## src/rtl/pc_pkg.sv

```systemverilog
// Shared types for the program-counter unit: select encoding and its one-hot decode.
package pc_pkg;

  typedef enum logic [2:0] {
    SEL_SEQ,
    SEL_BRZR,
    SEL_JMP,
    SEL_CALL,
    SEL_RET,
    SEL_ILLEGAL
  } sel_e;

  // Anything other than zero or exactly one active select is illegal.
  function automatic sel_e decode_sel(input logic brzr, input logic jmp,
                                      input logic call, input logic ret);
    sel_e sel;
    case ({ret, call, jmp, brzr})
      4'b0000: sel = SEL_SEQ;
      4'b0001: sel = SEL_BRZR;
      4'b0010: sel = SEL_JMP;
      4'b0100: sel = SEL_CALL;
      4'b1000: sel = SEL_RET;
      default: sel = SEL_ILLEGAL;
    endcase
    return sel;
  endfunction

endpackage

```

## src/rtl/pc_sequencer_ret_stack.sv

```systemverilog
// Return-address LIFO; pushes when full and pops when empty are silently ignored.
module ret_stack #(
  parameter int BITS        = 8,
  parameter int STACK_DEPTH = 4
) (
  input  logic            clk,
  input  logic            rst_n,
  input  logic            push,
  input  logic            pop,
  input  logic [BITS-1:0] din,
  output logic [BITS-1:0] top,
  output logic            empty,
  output logic            full
);

  localparam int PW = $clog2(STACK_DEPTH + 1);
  localparam int IW = (STACK_DEPTH > 1) ? $clog2(STACK_DEPTH) : 1;

  logic [BITS-1:0] mem [STACK_DEPTH];
  logic [PW-1:0]   ptr;
  logic [PW-1:0]   ptr_next;

  always_comb begin
    ptr_next = ptr;
    if (push && !full)
      ptr_next = ptr + PW'(1);
    else if (pop && !empty)
      ptr_next = ptr - PW'(1);
  end

  // Flags are registered from the next pointer so they line up with ptr.
  always_ff @(posedge clk) begin
    if (!rst_n) begin
      ptr   <= '0;
      empty <= 1'b1;
      full  <= 1'b0;
    end else begin
      ptr   <= ptr_next;
      empty <= (ptr_next == '0);
      full  <= (ptr_next == PW'(STACK_DEPTH));
    end
  end

  always_ff @(posedge clk) begin
    if (rst_n && push && !full)
      mem[IW'(ptr)] <= din;
  end

  assign top = empty ? '0 : mem[IW'(ptr - PW'(1))];

endmodule

```

## src/rtl/pc_sequencer.sv

```systemverilog
// Program-counter unit: PC register, next-PC selection, return stack and error flags.
module pc_sequencer
  import pc_pkg::*;
#(
  parameter int              BITS         = 8,
  parameter int              STACK_DEPTH  = 4,
  parameter logic [BITS-1:0] RESET_VECTOR = '0,
  parameter int              INC          = 1
) (
  input  logic            clk,
  input  logic            rst_n,
  input  logic            stall,
  input  logic            brzr_sel,
  input  logic            jmp_sel,
  input  logic            call_sel,
  input  logic            ret_sel,
  input  logic [BITS-1:0] pc_brzr,
  input  logic [BITS-1:0] pc_jmp,
  output logic [BITS-1:0] pc,
  output logic [BITS-1:0] next_pc,
  output logic            stack_empty,
  output logic            stack_full,
  output logic            sel_err,
  output logic            stack_err
);

  sel_e            sel;
  logic [BITS-1:0] seq;
  logic [BITS-1:0] stack_top;
  logic            push;
  logic            pop;
  logic            sel_err_c;
  logic            stack_err_set;

  assign seq = pc + BITS'(INC);
  assign sel = decode_sel(brzr_sel, jmp_sel, call_sel, ret_sel);

  // Stall freezes everything and suppresses both error sources.
  always_comb begin
    next_pc       = seq;
    push          = 1'b0;
    pop           = 1'b0;
    sel_err_c     = 1'b0;
    stack_err_set = 1'b0;
    if (stall) begin
      next_pc = pc;
    end else begin
      case (sel)
        SEL_BRZR: next_pc = pc_brzr;
        SEL_JMP:  next_pc = pc_jmp;
        SEL_CALL: begin
          next_pc = pc_jmp;
          if (stack_full) stack_err_set = 1'b1;
          else            push          = 1'b1;
        end
        SEL_RET: begin
          if (stack_empty) begin
            stack_err_set = 1'b1;
          end else begin
            next_pc = stack_top;
            pop     = 1'b1;
          end
        end
        SEL_ILLEGAL: sel_err_c = 1'b1;
        default:     next_pc = seq;
      endcase
    end
  end

  assign sel_err = sel_err_c & rst_n;

  always_ff @(posedge clk) begin
    if (!rst_n)
      pc <= RESET_VECTOR;
    else
      pc <= next_pc;
  end

  always_ff @(posedge clk) begin
    if (!rst_n)
      stack_err <= 1'b0;
    else if (stack_err_set)
      stack_err <= 1'b1;
  end

  ret_stack #(
    .BITS        (BITS),
    .STACK_DEPTH (STACK_DEPTH)
  ) u_ret_stack (
    .clk   (clk),
    .rst_n (rst_n),
    .push  (push),
    .pop   (pop),
    .din   (seq),
    .top   (stack_top),
    .empty (stack_empty),
    .full  (stack_full)
  );

endmodule

```

## config.mk

```make
export PLATFORM = sky130hd
export DESIGN_NAME = pc_sequencer
export DESIGN_NICKNAME = d
export VERILOG_FILES = /design/src/rtl/pc_pkg.sv /design/src/rtl/pc_sequencer_ret_stack.sv /design/src/rtl/pc_sequencer.sv
export SDC_FILE = /design/constraint.sdc
export NUM_CORES = 1
export LEC_CHECK = 0
export CORE_AREA = 5 5 89 91
export CTS_CLUSTER_DIAMETER = 60
export DETAILED_ROUTE_END_ITERATION = 8
export DIE_AREA = 0 0 94 96
export GPL_TIMING_DRIVEN = 0
export SETUP_SLACK_MARGIN = 0.2
export SYNTH_ARGS = -nofsm -noshare
export SYNTH_HDL_FRONTEND = slang
export SYNTH_SLANG_ARGS = --single-unit
```

## constraint.sdc

```tcl
create_clock -name clk -period 2.62 [get_ports clk]
set_clock_uncertainty 0.1 [all_clocks]
set_input_delay 0.393 -clock clk [delete_from_list [all_inputs] [get_ports clk]]
set_output_delay 0.393 -clock clk [all_outputs]
set_load 0.01 [all_outputs]
```

# Word-level counts from Yosys, hierarchy flattened
# Memory sizes are Yosys's and may differ from the RTL's.
# Cells that the tools add are included.
[op_classes]
n_mux = 20
bitwise_logic = 1
n_eq_ne = 10
n_addsub = 3
reduce_logical = 9
[ops]
columns = ["operator", "count"]
rows = [
  ["$pmux 8 s3", 1],
  ["$mux 8", 2],
  ["$pmux 3 s5", 1],
  ["$mux 1", 13],
  ["$eq 3x3->1 const B", 3],
  ["$add 8x1->8 const B", 1],
  ["$eq 3x2->1 const B", 2],
  ["$mux 3", 2],
  ["$eq 4x1->1 const B", 1],
  ["$eq 4x2->1 const B", 1],
  ["$eq 4x3->1 const B", 1],
  ["$eq 4x4->1 const B", 1],
  ["$logic_and 1x1->1", 4],
  ["$logic_not 4->1", 1],
  ["$add 3x1->3 const B", 1],
  ["$eq 3x1->1 const B", 1],
  ["$logic_not 3->1", 1],
  ["$sub 3x1->3 const B", 1],
  ["$logic_not 1->1", 2],
  ["$pmux 1 s2", 1],
  ["$reduce_or 2->1", 1],
  ["$and 1x1->1", 1],
]
[word_totals]
out_inout_bits = 20
word_cells = 49
mem_bits_rw = 32
memories = 1
ff_bits = 14
[memory_table]
columns = ["memory", "words", "word_bits", "rd", "rd_ports_with_merged_regs", "write_ports", "line", "text"]
rows = [
  ["u_ret_stack.mem", 4, 8, 1, 0, 1, "pc_sequencer_ret_stack.sv:19", "logic [BITS-1:0] mem [STACK_DEPTH];"],
]

# Logic depth before layout (Yosys ltp)
[logic_depth]
ltp_word = 9
mapped_depth = 7

# Modules after synthesis
# From an unflattened synthesis, not the netlist that was laid out.
[unflattened]
hier_cells = 204
hier_area_um2 = 2454.9
[modules_own_cells]
columns = ["mod", "area_per_inst_um2", "instances", "cells_per_inst", "seq_area_each_um2"]
rows = [
  ["ret_stack", 1542.7, 1, 83, 1061.0],
  ["pc_sequencer", 912.1, 1, 121, 180.2],
]

# Worst setup path before layout
# No wires, ideal clock.
[synth_timing]
path_type = "reg-to-output"
start = "register u_ret_stack.ptr[0]"
end = "output port next_pc[1]"
required_ns = 2.127
stages_incl_launch_ff = 8
path_slack_ns = -0.060
arrival_time_ns = 2.187
cell_sequence = "dfxtp_1 > buf_2 > inv_1 > ha_1 > clkbuf_1 > mux4_2 > a221oi_1 > a21oi_1"
[synth_between]
elab_chain_len = 5
[synth_lines]
columns = ["item", "line", "text"]
rows = [
  ["start: declaration", "pc_sequencer_ret_stack.sv:20", "logic [PW-1:0] ptr;"],
  ["start signal: assignment", "pc_sequencer_ret_stack.sv:38", "ptr <= ptr_next;"],
  ["$sub 3x1->3", "--", ""],
  ["$mem_v2 4x8", "--", ""],
  ["$mux 8", "pc_sequencer.sv:57", "if (stack_empty) begin"],
  ["$pmux 8 s3", "pc_sequencer.sv:48", "case (sel)"],
  ["$mux 8", "pc_sequencer.sv:45", "if (stall) begin"],
  ["end: declaration", "pc_sequencer.sv:20", "output logic [BITS-1:0] next_pc,"],
]
# No other way between the ends.

# Final worst setup path
[layout_timing]
start = "register u_ret_stack.ptr[0]"
end = "output port next_pc[3]"
# Same word-level chain as after synthesis.

==> metrics.yaml <==
die:
  placementRows: 31
  die_h_um: 96
  core_region_area_sq_um: 7059
  start_util: 0.3355
  die_w_um: 94
  pin_count: 43
  die-area_sq_um: 9024
timing:
  drv_slew: 0
  holdWs_ps: 397.1
  hold_violations: 0
  post-route-min-period_ps: 2691
  setup_violations: 7
  fin_ws_ps: -70.97
  rsz0062_at_grt: "true"
  finalCritPeriodShare: 1.027
  tightest_slew_ps: 866.8
  slew_headroom: 0.4206
  fmax_mhz: 371.6
yosys:
  synth_warnings: 0
  synth_top_area_frac: 0.4057
  ys_seq_area_frac: 0.5240
  ys_ff_latch: 46
  synth_edf_count: 32
  syn_nets: 211
  syn_area_sq_um: 2369
  synthTopCellsByCount: "edfxtp_1, dfxtp_1, a21oi_1, nand3_1, nor2b_1"
  yosys-top-cells-area: "edfxtp_1, dfxtp_1, mux4_2"
  yosysTopAreaCell: "edfxtp_1"
  async_reset_ff_frac: 0
  netlist_instances: 183
  avgSynthCellArea_sq_um: 12.94
  synthFlopType: "edfxtp_1"
  synth_cell_type_count: 46
  yosysMostFrequentCell: "edfxtp_1"
placed_design:
  hpwl_um: 4228
  place_area_sq_um: 2880
  portBuffers: 38
  gp_congestion: 0.8265
  pre_cts_ws_ps: -660.0
final_layout:
  multi_input_area_sq_um: 1211
  finalNetCount: 276
  drive_gt1_frac: 0.3775
  areaGrowthSynthToFinish_pct: 41.15
  fillCellCount: 641
  final-seq-area_sq_um: 1246
  final_area_sq_um: 3343
  diodes: 0
cts:
  cts_tree: "yes"
  clock-sinks: 46
  cts-root-buf: "clkbuf_8"
  insertion_delay_ps: 300
  cts_buffer_depth: 2
  path_clk_slew_ps: 90
  cts-htree-levels: 2
  cts-buffers-inserted: 5
  cts_hold_buf: 0
global_routing:
  grt_max_degree: 16
  grt_usage: 0.1379
  grt_pass1_vias: 1794
  antenna_found_initial: 0
  grt_overflow_total: 0
  grt_pass1_wl_um: 9335
pwr:
  total_power_mw: 1.855
  power_leakage_nw: 1.175
  powerDensity_nw_per_um2: 554.9
  max-vdd-ir-drop_uv: 244.7
critical_path:
  cp_max_fo: 8
  crit_arrival_ps: 2200
  path_class: "reg -> out"
  startpoint_type: "register"
  cp-end-kind: "output pin"
  critPathRequiredTime_ps: 2130
status:
  violations: "negative setup slack"
  status: "finished with violations"
route:
  drt-total-wl_um: 6188
  wl_met3_um: 253
  drtIter0Drc: 77
  drtPass1Iterations: 4
  vias_per_cell: 5.072
  route.antenna.remaining_nets: 0
  routedWlPerCell_um: 17.78
  drc: 0
  via_count: 1765
  routed-wl-met2_um: 3092
  m1WireLength_um: 2749
  top_layer: "met4"
worst_hold_path:
  min_path_type: "reg -> reg"
job:
  max-cap-violations: 0
power breakdown:
part	switching [mW]	leakage (nW)	internal, mW
clock network	0.251	0.0683	0.382
registers	0.0246	0.408	0.799
logic	0.188	0.699	0.210
cell usage in the layout, fill, tap and decap left out, drive strengths merged, types with 4 or more instances in the layout:
cell type	count
nor3	7
inv	5
edfxtp	32
clkdlybuf4s50	29
a211oi	9
buf	35
a21oi	10
xnor2	4
a21o	8
nor2b	9
clkbuf	7
and3	4
nor2	5
nand3	9
ha	5
mux4	8
dfxtp	14
or2	4
a221oi	9
through the flow:
stage                     TNS, ps  std cells    util
after floorplan                 0        183       -
after global placement      -4759        320  0.4080
after detailed placement    -4735        320  0.4080
after CTS                  -256.9        340  0.4537
after global routing       -694.0        348  0.4736
final                      -188.8        348  0.4736
logic make-up (layout without fill, tap and decap cells):
family          count (synthesis)  after routing  share of synthesized area
compound gates                 52             52                     0.1749
xor+xnor                        5              5                    0.01849
fa+ha+maj                       6              6                    0.03064
buf+inv                        15             81                    0.03380
flops                          46             46                     0.5240
mux                             9              9                    0.08082
simple gates                   50             50                     0.1374
flip-flops by register name, indices dropped and copies added, names as in the netlist:
name               cells
pc                     8
stack_err              1
u_ret_stack.empty      1
u_ret_stack.full       1
u_ret_stack.mem       32
u_ret_stack.ptr        3
worst paths after layout:
kind	start	endpoint	slack, ps	cells after the start
worst max-delay path	u_ret_stack.ptr[0]	next_pc[3]	-70	8
worst min register to register	stack_err	stack_err	400	2
worst max register to register	u_ret_stack.ptr[0]	pc[1]	310	11
worst min-delay path	stack_err	stack_err	400	2
repair_timing:
action,4_1_cts,5_1_grt
resized for setup,57,12
pin swaps,15,12
setup buffers,12,8
endpoints found under the setup margin,15,9
endpoints found under the hold margin,0,0
layer usage:
layer | up-vias | track usage
li1 | 854 | -
met1 | 871 | 0.1759
met2 | 34 | 0.2330
met3 | 6 | 0.02893
met4 | 0 | 0.04693
met5 | - | 0
cell type report:
class	count	share of cell area
timing repair buffer	58	0.1501
clock inverter	3	0.02058
tap	99	0.03705
buffer	9	0.02882
multi-input combinational	122	0.3623
inverter	6	0.007859
sequential	46	0.3728
clock buffer	5	0.02058
critical path, cell delays in order (launching register included):
cell	delay, ps
dfxtp_4	370
buf_12	100
clkinvlp_4	100
ha_4	300
clkbuf_16	150
mux4_2	330
a221oi_4	310
a21oi_2	90
buf_2	150
Note: power is estimated with default switching activity, not from simulation.
